--- src/rtl/serial_output_mc.sv ---
// Multi-channel serializer: captures one word per channel, optionally Gray-codes it,
// and shifts the low in_len bits out on every channel in lock-step, then idles GAP_CYC cycles.
module serial_output_mc #(
  parameter int unsigned NUM_CH    = 8,
  parameter int unsigned DATA_W    = 16,
  parameter int unsigned GAP_CYC   = 1,
  parameter bit          MSB_FIRST = 1'b1,
  parameter bit          GRAY_EN   = 1'b1
) (
  input  logic                          clk_in,
  input  logic                          rst,
  input  logic                          in_valid,
  output logic                          in_ready,
  input  logic [NUM_CH*DATA_W-1:0]      in_data,
  input  logic [NUM_CH-1:0]             in_vld_mask,
  input  logic [$clog2(DATA_W+1)-1:0]   in_len,
  output logic [NUM_CH-1:0]             data_out,
  output logic [NUM_CH-1:0]             data_vld,
  output logic                          frame_done,
  output logic                          len_err,
  output logic                          busy
);
  localparam int unsigned LW = $clog2(DATA_W + 1);
  localparam int unsigned GW = 4;
  localparam logic [GW-1:0] GAP_LOAD = GW'((GAP_CYC > 0) ? GAP_CYC - 1 : 0);
  localparam logic [DATA_W-1:0] ONES = {DATA_W{1'b1}};

  typedef enum logic [1:0] {IDLE, SHIFT, GAP} state_t;

  state_t            state;
  logic [LW-1:0]     cnt_q;
  logic [GW-1:0]     gap_q;
  logic [DATA_W-1:0] sh_q      [NUM_CH];
  logic [DATA_W-1:0] sh_next   [NUM_CH];
  logic [DATA_W-1:0] gray_w    [NUM_CH];
  logic [DATA_W-1:0] field_w   [NUM_CH];
  logic [DATA_W-1:0] load_rest [NUM_CH];
  logic [NUM_CH-1:0] first_bit;
  logic [NUM_CH-1:0] next_bit;
  logic [LW-1:0]     shamt;
  logic              len_ok;
  logic              accept;

  assign in_ready = (state == IDLE) && !rst;
  assign busy     = (state != IDLE);
  assign accept   = in_valid && in_ready;
  assign len_ok   = (in_len != '0) && (in_len <= LW'(DATA_W));
  assign shamt    = LW'(DATA_W) - in_len;

  // Field alignment: MSB-first parks bit in_len-1 at the top of the shifter, LSB-first masks the field.
  always_comb begin
    for (int i = 0; i < NUM_CH; i++) begin
      gray_w[i] = GRAY_EN ? (in_data[i*DATA_W +: DATA_W] ^ (in_data[i*DATA_W +: DATA_W] >> 1))
                          : in_data[i*DATA_W +: DATA_W];
      if (MSB_FIRST) begin
        field_w[i]   = gray_w[i] << shamt;
        first_bit[i] = field_w[i][DATA_W-1];
        load_rest[i] = field_w[i] << 1;
        next_bit[i]  = sh_q[i][DATA_W-1];
        sh_next[i]   = sh_q[i] << 1;
      end else begin
        field_w[i]   = gray_w[i] & (ONES >> shamt);
        first_bit[i] = field_w[i][0];
        load_rest[i] = field_w[i] >> 1;
        next_bit[i]  = sh_q[i][0];
        sh_next[i]   = sh_q[i] >> 1;
      end
    end
  end

  // cnt_q counts bits still to present after the one currently on data_out.
  always_ff @(posedge clk_in) begin
    if (rst) begin
      state      <= IDLE;
      cnt_q      <= '0;
      gap_q      <= '0;
      sh_q       <= '{default: '0};
      data_out   <= '0;
      data_vld   <= '0;
      frame_done <= 1'b0;
      len_err    <= 1'b0;
    end else begin
      frame_done <= 1'b0;
      len_err    <= 1'b0;
      case (state)
        IDLE: begin
          if (accept) begin
            if (len_ok) begin
              state    <= SHIFT;
              cnt_q    <= in_len - LW'(1);
              sh_q     <= load_rest;
              data_out <= first_bit & in_vld_mask;
              data_vld <= in_vld_mask;
            end else begin
              len_err <= 1'b1;
            end
          end
        end
        SHIFT: begin
          if (cnt_q == '0) begin
            data_out   <= '0;
            data_vld   <= '0;
            frame_done <= 1'b1;
            if (GAP_CYC == 0) begin
              state <= IDLE;
            end else begin
              state <= GAP;
              gap_q <= GAP_LOAD;
            end
          end else begin
            cnt_q    <= cnt_q - LW'(1);
            sh_q     <= sh_next;
            // data_vld still holds the latched channel mask here
            data_out <= next_bit & data_vld;
          end
        end
        GAP: begin
          if (gap_q == '0) state <= IDLE;
          else             gap_q <= gap_q - GW'(1);
        end
        default: state <= IDLE;
      endcase
    end
  end
endmodule

--- config.mk ---
export PLATFORM = sky130hd
export DESIGN_NAME = serial_output_mc
export DESIGN_NICKNAME = d
export VERILOG_FILES = /design/src/rtl/serial_output_mc.sv
export SDC_FILE = /design/constraint.sdc
export NUM_CORES = 1
export LEC_CHECK = 0
export ABC_CLOCK_PERIOD_IN_PS = 11700
export CORE_ASPECT_RATIO = 0.75
export CORE_MARGIN = 4
export CORE_UTILIZATION = 25
export DETAILED_ROUTE_END_ITERATION = 10
export PLACE_DENSITY = 0.44
export SETUP_SLACK_MARGIN = 0.15
export SYNTH_ARGS = -nofsm -noshare
export SYNTH_HDL_FRONTEND = slang
export SYNTH_SLANG_ARGS = --single-unit
--- constraint.sdc ---
create_clock -name clk_in -period 11.7 [get_ports clk_in]
set_input_delay 2.34 -clock clk_in [delete_from_list [all_inputs] [get_ports clk_in]]
set_output_delay 2.34 -clock clk_in [all_outputs]
set_load 0.01 [all_outputs]
==> results.yml <==
outcome:
  status: "finished, final reports clean"
synthesis:
  synth_async_sr_flop_share: 0
  synthAdderAreaFrac: 0.002848
  synth.area.mux_share: 0.1958
  ys_seq_area_frac: 0.2263
  syn_inst: 1606
  yosysUniqueCellTypes: 72
  synth_nets: 1753
  synth.ff_latch_count: 149
  synth_top_family_by_area: "compound AO/OA/AOI/OAI gates"
  netlist.area_leader.share: 0.2263
  synth-compound-area-share: 0.2597
  synth_ff_type: "dfxtp_1"
  syn_avg_cell_area_um2: 8.208
  synth_enable_flop_cells: 0
  synth_top_area_cell: "dfxtp_1"
  synth_area_leaders: "dfxtp_1, mux2i_1, xor2_1"
  yosysWarnings: 0
  synth_xor_area_frac: 0.09682
  synth_simple_gate_area_frac: 0.1628
  synth_area_um2: 13180
clocking:
  cts_setup_buffers: 0
  clkSlewWorstSetupHoldPaths_ns: 0.06
  hold_buffers: 0
  cts_tree: "built"
  root_buffer: "clkbuf_16"
  numCtsBuffers: 17
  clk_path_buf_depth: 2
  clk_latency_ns: 0.45
  post_cts_resized: 0
  ctsHtreeMaxLevel: 4
  numClockSinks: 149
placed_design:
  dp_cells: 2354
  hpwl_um: 43160
  gp_congestion: 0.8830
  numPortBuffers: 163
timing:
  maxSlewHeadroom: 0.05132
  rsz0062_at_grt: "no"
  hold_violations: 0
  timing.final.crit_share: 0.5293
  setup_viol_count_final: 0
  tightestPinTransition_ns: 1.420
  fin_tns_setup_ns: 0
  period_needed_ns: 6.193
  skew_ns: 0.01016
  fmax_ghz: 0.1615
  slew_viol_final: 0
setup_path:
  crit_slowest_cell: "buf_4"
  cp.buffers_inverters: 3
  required_ns: 12.05
  critPathKind: "primary input to register"
  critPathLaunchType: "primary input"
  critPathTopFamily: "buffers and inverters"
  max_stage_delay_ns: 0.92
  critPathCaptureType: "register"
  worstPathCellList: "buf_6 > clkinv_1 > ha_4 > buf_4 > nand2_1 > o22ai_1 > o21ai_1 > a211oi_1"
  cp.arrival_ns: 6.55
  cp_max_fo: 95
pwr:
  p_per_area_nw_per_um2: 115.1
  p_leak_nw: 5.671
  ir_drop_mv: 0.1073
final_layout:
  final_common_cell: "mux2i_1"
  n_antenna_cell: 0
  syn_to_final_growth_pct: 20.75
  drive_above_1_share: 0.08794
  fin_nets: 1817
  final_cell_mix: "mux2i_1, clkdlybuf4s50_1, dfxtp_1"
  fillers: 5555
  multi_input_area_um2: 9544
  seqCellArea_um2: 2983
  finalNonFillerCells: 2386
  final_util: 0.3067
drt:
  vias_per_cell: 5.810
  drc_errors: 0
  wl_per_cell_um: 25.78
  antenna_left: 0
  drt_iter0_drc: 1466
  firstDrtPassIters: 5
  wl_um: 61520
  num_vias: 13860
floorplanning:
  rows: 72
  start_util: 0.2540
  die_x_um: 273.1
  core_um2: 51890
  pin_count: 164
  die_area_um2: 56500
  dieHeight_um: 206.9
global_routing:
  grt_pass1_wl_um: 90160
  overflow: 0
  grt_pass1_vias: 13330
  grt_max_degree: 96
  antenna_found_initial: 1
  grt_util_all_layers: 0.2116
flow_run:
  maxCapViolations: 0
min_path:
  hold_path.class: "register to register"
[final timing paths]
| path | startpoint | endpoint | slack [ns] | cells past startpoint |
|---|---|---|---|---|
| worst min register to register | sh_next[34] | sh_next[34] | 0.46 | 2 |
| worst max-delay path | in_len[0] | sh_next[89] | 5.51 | 8 |
| worst min-delay path | sh_next[34] | sh_next[34] | 0.46 | 2 |
| worst max register to register | state[1] | sh_next[59] | 8.12 | 8 |
[registers in the layout, summed over array words and instances, names as in the netlist]
register and cells:
cnt_q 5, data_out 8, data_vld 8, frame_done 1
gap_q 4, len_err 1, next_bit 8, sh_next 112
state 2
[stage by stage]
step	cell area (um^2)	hold slack [ns]	setup slack [ns]	total power [mW]
2_1_floorplan	13180	0.4320	6.422	0.9566
3_3_place_gp	15280	0.4424	5.291	1.201
3_5_place_dp	15280	0.4457	5.144	1.202
4_1_cts	15920	0.4578	5.594	1.829
5_1_grt	15920	0.4852	5.307	1.905
6_report	15920	0.4559	5.507	1.831
[Yosys cell counts (26+ instances only)]
master / count
nor2_1: 112
a22oi_1: 36
clkbuf_1: 77
buf_2: 37
nand3_1: 39
a31oi_1: 29
dfxtp_1: 149
o211ai_1: 27
o21ai_0: 99
mux2i_1: 197
mux2_2: 38
nor3_1: 39
a211oi_1: 26
a221oi_1: 78
xor2_1: 106
nand2b_1: 30
a21oi_1: 84
nor3b_1: 41
nand2_1: 99
xnor2_1: 36
[power breakdown]
part,switching (mW),leakage [nW],internal [mW]
Clock,0.247,0.309,0.380
Combinational,0.407,4.15,0.237
Sequential,0.0219,1.21,0.538
Total,0.676,5.67,1.16
[cells by family after synthesis]
family,Yosys count
adders and majority gates,3
AOI/OAI and AO/OA,492
muxes,245
DFF,149
xor gates and xnor gates,144
and+or+nand+nor,419
buffers and inverters,154
[layer usage]
metal | part of all wire | vias up | track usage
met5 | 0.00021 | - | 0
met4 | 0.026 | 2 | 0.05854
met3 | 0.076 | 95 | 0.04299
met2 | 0.43 | 611 | 0.3213
met1 | 0.47 | 6917 | 0.3044
li1 | - | 6238 | -
[tightest hold or removal path, delay by kind of cell (launching register included)]
family             cells  cell delay [ns]
AOI/OAI and AO/OA      1             0.05
DFF                    1             0.31
and+or+nand+nor        1             0.05
[final cells by class]
type	instances	share of cell area
clock buffers	20	0.02743
clock inverters	12	0.01273
inverters	8	0.001887
multi-input cells	1303	0.5996
flip-flops and latches	149	0.1874
well taps	703	0.05526
repair buffers	191	0.1156
Note: power is estimated with default switching activity, not from simulation.
